`src/rtl/seg7_pkg.sv`:
```
// Segment encoding shared by the BCD-to-segment decoder and the scan reader.
// Segments are active-low; bit 6 is segment a down to bit 0 for segment g.
package seg7_pkg;

    typedef enum logic [2:0] {
        SEG_G = 3'd0,
        SEG_F = 3'd1,
        SEG_E = 3'd2,
        SEG_D = 3'd3,
        SEG_C = 3'd4,
        SEG_B = 3'd5,
        SEG_A = 3'd6
    } seg_bit_e;

    localparam logic [6:0] SEG_0     = 7'h01;
    localparam logic [6:0] SEG_1     = 7'h4F;
    localparam logic [6:0] SEG_2     = 7'h12;
    localparam logic [6:0] SEG_3     = 7'h06;
    localparam logic [6:0] SEG_4     = 7'h4C;
    localparam logic [6:0] SEG_5     = 7'h24;
    localparam logic [6:0] SEG_6     = 7'h20;
    localparam logic [6:0] SEG_7     = 7'h0F;
    localparam logic [6:0] SEG_8     = 7'h00;
    localparam logic [6:0] SEG_9     = 7'h04;
    localparam logic [6:0] SEG_BLANK = 7'h7F;

    localparam logic [3:0] CODE_BLANK   = 4'hA;
    localparam logic [3:0] CODE_INVALID = 4'hF;

endpackage

```
`src/rtl/seg7_pattern_to_bcd.sv`:
```
// Inverse of the BCD-to-segment decoder: maps an active-low segment pattern
// back to its digit code, with blank and invalid patterns given reserved codes.
module seg7_pattern_to_bcd
    import seg7_pkg::*;
(
    input  logic [6:0] seg,
    output logic [3:0] code,
    output logic       err
);

    always_comb begin
        case (seg)
            SEG_0:     code = 4'd0;
            SEG_1:     code = 4'd1;
            SEG_2:     code = 4'd2;
            SEG_3:     code = 4'd3;
            SEG_4:     code = 4'd4;
            SEG_5:     code = 4'd5;
            SEG_6:     code = 4'd6;
            SEG_7:     code = 4'd7;
            SEG_8:     code = 4'd8;
            SEG_9:     code = 4'd9;
            SEG_BLANK: code = CODE_BLANK;
            default:   code = CODE_INVALID;
        endcase
    end

    // No legal pattern decodes to CODE_INVALID, so the code alone carries the error.
    assign err = (code == CODE_INVALID);

endmodule

```
`src/rtl/seg7_scan_reader.sv`:
```
// Reads a multiplexed active-low seven-segment bus back into BCD frames and
// publishes a frame once it has been seen identically for STABLE_SCANS scans.
module seg7_scan_reader
    import seg7_pkg::*;
#(
    parameter int DIGITS       = 4,
    parameter int SETTLE       = 2,
    parameter int STABLE_SCANS = 2
)
(
    input  logic                  clk,
    input  logic                  rst,
    input  logic [DIGITS-1:0]     an,
    input  logic [6:0]            seg,
    output logic [4*DIGITS-1:0]   bcd_out,
    output logic [DIGITS-1:0]     err_out,
    output logic                  out_valid
);

    localparam int CNT_W = $clog2(SETTLE + 1);
    localparam int STB_W = $clog2(STABLE_SCANS + 1);
    localparam logic [CNT_W-1:0] CNT_CAP = CNT_W'(SETTLE - 1);
    localparam logic [CNT_W-1:0] CNT_SAT = CNT_W'(SETTLE);
    localparam logic [STB_W-1:0] STB_MAX = STB_W'(STABLE_SCANS);

    logic [3:0]          live_code;
    logic                live_err;
    logic                onehot;
    logic                capture;
    logic                same_frame;

    logic [DIGITS-1:0]   an_prev_q, an_prev_d;
    logic [CNT_W-1:0]    cnt_q, cnt_d;
    logic [DIGITS-1:0]   mask_q, mask_d;
    logic [4*DIGITS-1:0] frame_code_q, frame_code_d;
    logic [DIGITS-1:0]   frame_err_q, frame_err_d;
    logic                complete_q, complete_d;
    logic [4*DIGITS-1:0] prev_code_q, prev_code_d;
    logic [DIGITS-1:0]   prev_err_q, prev_err_d;
    logic [STB_W-1:0]    stable_q, stable_d;
    logic                published_q, published_d;
    logic [4*DIGITS-1:0] bcd_q, bcd_d;
    logic [DIGITS-1:0]   err_q, err_d;
    logic                valid_q, valid_d;

    seg7_pattern_to_bcd u_decode (
        .seg  (seg),
        .code (live_code),
        .err  (live_err)
    );

    always_comb begin
        an_prev_d    = an;
        cnt_d        = '0;
        mask_d       = mask_q;
        frame_code_d = frame_code_q;
        frame_err_d  = frame_err_q;
        prev_code_d  = prev_code_q;
        prev_err_d   = prev_err_q;
        stable_d     = stable_q;
        published_d  = published_q;
        bcd_d        = bcd_q;
        err_d        = err_q;
        valid_d      = 1'b0;
        same_frame   = 1'b0;

        // Saturating above SETTLE-1 makes the capture point occur once per dwell.
        onehot = $onehot(~an);
        if (onehot && (an == an_prev_q)) begin
            cnt_d = (cnt_q == CNT_SAT) ? cnt_q : cnt_q + 1'b1;
        end
        capture = onehot && (cnt_d == CNT_CAP);

        if (complete_q) begin
            // stable_q is zero only when no frame has been seen since reset.
            same_frame = (stable_q != '0) && (frame_code_q == prev_code_q)
                         && (frame_err_q == prev_err_q);
            if (same_frame) begin
                stable_d = (stable_q == STB_MAX) ? stable_q : stable_q + 1'b1;
            end else begin
                stable_d = STB_W'(1);
            end
            prev_code_d = frame_code_q;
            prev_err_d  = frame_err_q;
            if ((stable_d == STB_MAX) && !valid_q
                && (!published_q || (frame_code_q != bcd_q) || (frame_err_q != err_q))) begin
                bcd_d       = frame_code_q;
                err_d       = frame_err_q;
                valid_d     = 1'b1;
                published_d = 1'b1;
            end
            mask_d = '0;
        end

        // Applied after the clear so a capture in the evaluation cycle opens the next frame.
        for (int i = 0; i < DIGITS; i++) begin
            if (capture && !an[i]) begin
                mask_d[i]              = 1'b1;
                frame_code_d[4*i +: 4] = live_code;
                frame_err_d[i]         = live_err;
            end
        end

        complete_d = &mask_d;
    end

    always_ff @(posedge clk) begin
        if (rst) begin
            an_prev_q    <= '1;
            cnt_q        <= '0;
            mask_q       <= '0;
            frame_code_q <= '0;
            frame_err_q  <= '0;
            complete_q   <= 1'b0;
            prev_code_q  <= '0;
            prev_err_q   <= '0;
            stable_q     <= '0;
            published_q  <= 1'b0;
            bcd_q        <= '0;
            err_q        <= '0;
            valid_q      <= 1'b0;
        end else begin
            an_prev_q    <= an_prev_d;
            cnt_q        <= cnt_d;
            mask_q       <= mask_d;
            frame_code_q <= frame_code_d;
            frame_err_q  <= frame_err_d;
            complete_q   <= complete_d;
            prev_code_q  <= prev_code_d;
            prev_err_q   <= prev_err_d;
            stable_q     <= stable_d;
            published_q  <= published_d;
            bcd_q        <= bcd_d;
            err_q        <= err_d;
            valid_q      <= valid_d;
        end
    end

    assign bcd_out   = bcd_q;
    assign err_out   = err_q;
    assign out_valid = valid_q;

endmodule

```
`config.mk`:
```
export PLATFORM = sky130hd
export DESIGN_NAME = seg7_scan_reader
export DESIGN_NICKNAME = d
export VERILOG_FILES = /design/src/rtl/seg7_pkg.sv /design/src/rtl/seg7_pattern_to_bcd.sv /design/src/rtl/seg7_scan_reader.sv
export SDC_FILE = /design/constraint.sdc
export NUM_CORES = 1
export LEC_CHECK = 0
export CORE_UTILIZATION = 25
export CTS_CLUSTER_SIZE = 40
export DETAILED_ROUTE_END_ITERATION = 8
export DONT_BUFFER_PORTS = 1
export HOLD_SLACK_MARGIN = 0.12
export PLACE_DENSITY = 0.41
export RECOVER_POWER = 100
export SLEW_MARGIN = 0
export SYNTH_ARGS = -nofsm -noshare
export SYNTH_HDL_FRONTEND = slang
export SYNTH_SLANG_ARGS = --single-unit
```
`constraint.sdc`:
```
create_clock -name clk -period 3.4 [get_ports clk]
set_input_delay 0.34 -clock clk [delete_from_list [all_inputs] [get_ports clk]]
set_output_delay 0.34 -clock clk [all_outputs]
set_load 0.01 [all_outputs]
```
==> metrics.txt <==
# TYPE chip_impl_metric gauge
chip_impl_info{name="status",value="finished, violations left"} 1
chip_impl_info{name="violations",value="DRC, capacitance limit, slew limit"} 1
chip_impl_metric{name="cts_max_level",unit=""} 3
chip_impl_metric{name="grt_pass1_vias",unit=""} 2594
chip_impl_metric{name="reg2reg_path_depth",unit=""} 6
chip_impl_metric{name="fin_tns_setup",unit="ns"} 0
chip_impl_info{name="criticalPathCategory",value="in2reg"} 1
chip_impl_metric{name="boundaryPins",unit=""} 34
chip_impl_info{name="combinational_family_with_the_most_area_after_synthesis",value="simple AND/OR/NAND/NOR gates"} 1
chip_impl_metric{name="die_w",unit="um"} 125
chip_impl_info{name="regToRegEndpoint",value="bcd_out[0]$_SDFFE_PP0P_"} 1
chip_impl_metric{name="initial_antenna_violation_count",unit=""} 0
chip_impl_metric{name="muxShareOfSynthArea",unit=""} 0.117
chip_impl_info{name="cts.root.buffer_cell",value="clkbuf_16"} 1
chip_impl_metric{name="ys.warnings.count",unit=""} 0
chip_impl_metric{name="clk_path_buf_depth",unit=""} 2
chip_impl_metric{name="finish.net_count",unit=""} 415
chip_impl_metric{name="initial_core_util",unit=""} 0.258
chip_impl_metric{name="wl_per_cell",unit="um"} 15.6
chip_impl_info{name="mostFrequentLayoutCells",value="dfxtp_1 (75), nand2b_1 (49), mux2i_1 (44)"} 1
chip_impl_metric{name="relSlewSlack",unit=""} -0.106
chip_impl_metric{name="avgViaCountPerCell",unit=""} 4.59
chip_impl_metric{name="worstSkewPairLatency",unit="ns"} 0.34
chip_impl_info{name="worst_r2r_startpoint",value="frame_err_q[3]$_SDFFE_PP0P_"} 1
chip_impl_metric{name="final-setup-viol-count",unit=""} 0
chip_impl_metric{name="totalWireLength",unit="um"} 9160
chip_impl_metric{name="cts_inserted_buffers",unit=""} 9
chip_impl_metric{name="post_cts_buffers",unit=""} 0
chip_impl_metric{name="largest_net_degree_at_the_start_of_global_routing",unit=""} 50
chip_impl_metric{name="utilization",unit=""} 0.289
chip_impl_metric{name="placementRows",unit=""} 44
chip_impl_metric{name="synth_adder_area_share",unit=""} 0.0186
chip_impl_metric{name="synth_seq_area_share",unit=""} 0.398
chip_impl_metric{name="core-area",unit="um^2"} 14600
chip_impl_info{name="slowest_stage",value="nor4_2"} 1
chip_impl_metric{name="dp_hpwl",unit="um"} 6430
chip_impl_metric{name="first_pass_iters",unit=""} 6
chip_impl_metric{name="cp_data_arrival_time",unit="ns"} 3.00
chip_impl_metric{name="drv.max_cap_violation_count",unit=""} 1
chip_impl_info{name="setup.worst_path.end_class",value="flop"} 1
chip_impl_info{name="most_common_cell_after_layout_fill_and_taps_aside",value="dfxtp_1"} 1
chip_impl_info{name="min-delay-start",value="rst"} 1
chip_impl_metric{name="route.vias.total",unit=""} 2691
chip_impl_metric{name="finalHoldViolCount",unit=""} 0
chip_impl_info{name="worstPathCellList",value="fa_1 -> inv_1 -> ha_1 -> ha_1 -> nor2_1 -> nand3_1 -> nor4_2 -> mux2i_1 -> nor2_1"} 1
chip_impl_metric{name="synth_xor_area_frac",unit=""} 0.109
chip_impl_metric{name="die-area",unit="um^2"} 15600
chip_impl_metric{name="regToRegSetupSlack",unit="ns"} 0.88
chip_impl_metric{name="synth_edf_count",unit=""} 0
chip_impl_metric{name="clock-skew-final",unit="ns"} 0.00505
chip_impl_info{name="holdCritPathClass",value="in2reg"} 1
chip_impl_info{name="whs_endpoint",value="bcd_out[1]$_SDFFE_PP0P_"} 1
chip_impl_metric{name="overflow",unit=""} 0
chip_impl_metric{name="cp_max_fo",unit=""} 10
chip_impl_metric{name="finalCriticalPeriod",unit="ns"} 2.78
chip_impl_metric{name="max-vdd-ir-drop",unit="uV"} 260
chip_impl_metric{name="ys_ff_latch",unit=""} 75
chip_impl_metric{name="global_route.usage.total",unit=""} 0.124
chip_impl_info{name="grt_setup_unrepaired",value="false"} 1
chip_impl_metric{name="drive_above_1_share",unit=""} 0.0796
chip_impl_metric{name="port_buffer_count",unit=""} 0
chip_impl_metric{name="antennaDiodeCount",unit=""} 0
chip_impl_metric{name="power.density_cell_area",unit="nW/um^2"} 447
chip_impl_info{name="global_route.peak_usage_layer",value="met2"} 1
chip_impl_info{name="tritoncts",value="built"} 1
chip_impl_metric{name="gp_congestion",unit=""} 0.749
chip_impl_metric{name="drt_iter0_markers",unit=""} 96
chip_impl_metric{name="drc",unit=""} 14
chip_impl_metric{name="tightest_slew",unit="ns"} 1.66
chip_impl_metric{name="synth_compound_gate_area_share",unit=""} 0.0743
chip_impl_metric{name="clk_transition_reported_paths",unit="ns"} 0.06
chip_impl_metric{name="synth.cell_area",unit="um^2"} 3770
chip_impl_metric{name="async_flop_share",unit=""} 0
chip_impl_metric{name="grt_first_pass_wirelength",unit="um"} 14800
chip_impl_metric{name="required",unit="ns"} 3.62
chip_impl_metric{name="layout_worst_path_cycle_share",unit=""} 0.817
chip_impl_metric{name="area_overhead_vs_synth",unit="%"} 12.3
chip_impl_metric{name="synthesis.nets",unit=""} 413
chip_impl_metric{name="final_max_slew_viol_count",unit=""} 23
chip_impl_metric{name="syn_area_per_cell",unit="um^2"} 9.55
chip_impl_metric{name="netlist_instances",unit=""} 395
chip_impl_metric{name="drt.antenna.violating_nets",unit=""} 0
chip_impl_metric{name="synth_cell_type_count",unit=""} 50
chip_impl_metric{name="cpPeakStageDelay",unit="ns"} 0.97
chip_impl_metric{name="height_of_the_die",unit="um"} 125
chip_impl_metric{name="groute.layer.met3.usage",unit=""} 0.0434
chip_impl_metric{name="crit_path_setup_slack_layout",unit="ns"} 0.621
chip_impl_metric{name="grtUsageMet1",unit=""} 0.170
chip_impl_info{name="critical_path.startpoint_type",value="input port"} 1
chip_impl_metric{name="post_synth_and_or_nand_nor_area_fraction",unit=""} 0.248
chip_impl_metric{name="resized_cells_post_cts",unit=""} 0
chip_impl_metric{name="cts.sink_count",unit=""} 75
chip_impl_metric{name="cts-hold-fix-buffers",unit=""} 5
chip_impl_metric{name="fmax",unit="MHz"} 360
chip_impl_metric{name="hold-path-cell-count",unit=""} 2
chip_impl_metric{name="grt.met2_usage",unit=""} 0.181
chip_impl_metric{name="placement.setup.worst_slack",unit="ns"} 0.599
chip_impl_info{name="ys.flop_type",value="dfxtp_1"} 1
chip_impl_metric{name="power.leakage",unit="uW"} 0.00156
how the worst max path moves through the flow:
stage / start / end
final: an[0] / frame_code_q[2]$_SDFFE_PP0P_
after global routing: an[0] / complete_q$_SDFF_PP0_
after detailed placement: an[0] / frame_code_q[2]$_SDFFE_PP0P_
after CTS: an[0] / frame_code_q[2]$_SDFFE_PP0P_
after floorplan: an[0] / frame_code_q[14]$_SDFFE_PP0P_
after global placement: an[0] / frame_code_q[2]$_SDFFE_PP0P_
cells in the mapped netlist (3+ instances only):
cell type,instances,share of area
nand4_1,4,0.0066
nor3_1,7,0.0093
nand3_1,7,0.0093
xor2_1,33,0.077
a211oi_1,10,0.020
clkbuf_1,11,0.011
nor4b_1,3,0.0070
nor4_4,4,0.023
dfxtp_1,75,0.40
nor2_1,43,0.043
mux2i_1,44,0.12
ha_1,4,0.013
inv_1,13,0.013
nand2_1,7,0.0070
o22ai_1,5,0.0083
or2_2,4,0.0066
xnor2_1,12,0.028
nand2b_1,49,0.081
buf_2,3,0.0040
a21oi_1,9,0.012
nor4_1,12,0.020
power by group:
| group | switching [uW] | internal, uW |
|---|---|---|
| Clock | 373 | 529 |
| Combinational | 52.3 | 46.1 |
| Sequential | 7.95 | 885 |
| Total | 433 | 1460 |
logic make-up after synthesis:
family / Yosys count
compound gates: 39
xor+xnor: 46
fa+ha+maj: 5
buf+inv: 31
flops: 75
mux: 44
simple gates: 155
flip-flops by register name, indices dropped and copies added (netlist names):
register,cells
complete_q,1
prev_err_q,4
published_q,1
prev_code_q,16
err_out,4
cnt_q,2
out_valid,1
frame_code_q,16
frame_err_q,4
bcd_out,16
an_prev_q,4
stable_q,2
mask_q,4
layer usage:
layer	vias up	share of wire
li1	1372	-
met4	0	0.012
met1	1257	0.53
met2	51	0.41
met3	11	0.049
met5	-	0
worst max-delay path: cells and delay by family:
kind	cells	cell delay, ns
adders and majority gates	3	0.96
muxes	1	0.28
buffers and inverters	1	0.04
and+or+nand+nor	4	1.38
final cells by class:
| cell class | count | area, um^2 |
|---|---|---|
| inverters | 13 | 48.8 |
| well taps | 184 | 230 |
| multi-input cells | 289 | 2100 |
| repair buffers | 9 | 78.8 |
| fillers | 1563 | 10400 |
| flip-flops and latches | 75 | 1500 |
| clock buffers | 11 | 253 |
| clock inverters | 5 | 27.5 |
through the flow:
| step | cell area, um^2 | total power (uW) | hold slack (ns) | std cells |
|---|---|---|---|---|
| after global placement | 3950 | 1000 | 0.423 | 565 |
| after global routing | 4240 | 1960 | 0.166 | 586 |
| after CTS | 4290 | 1930 | 0.169 | 586 |
| after detailed placement | 3950 | 1000 | 0.425 | 565 |
| after floorplan | 3770 | 998 | 0.445 | 395 |
| final | 4240 | 1890 | 0.179 | 586 |
No activity file was read; power rests on OpenSTA's default activity.
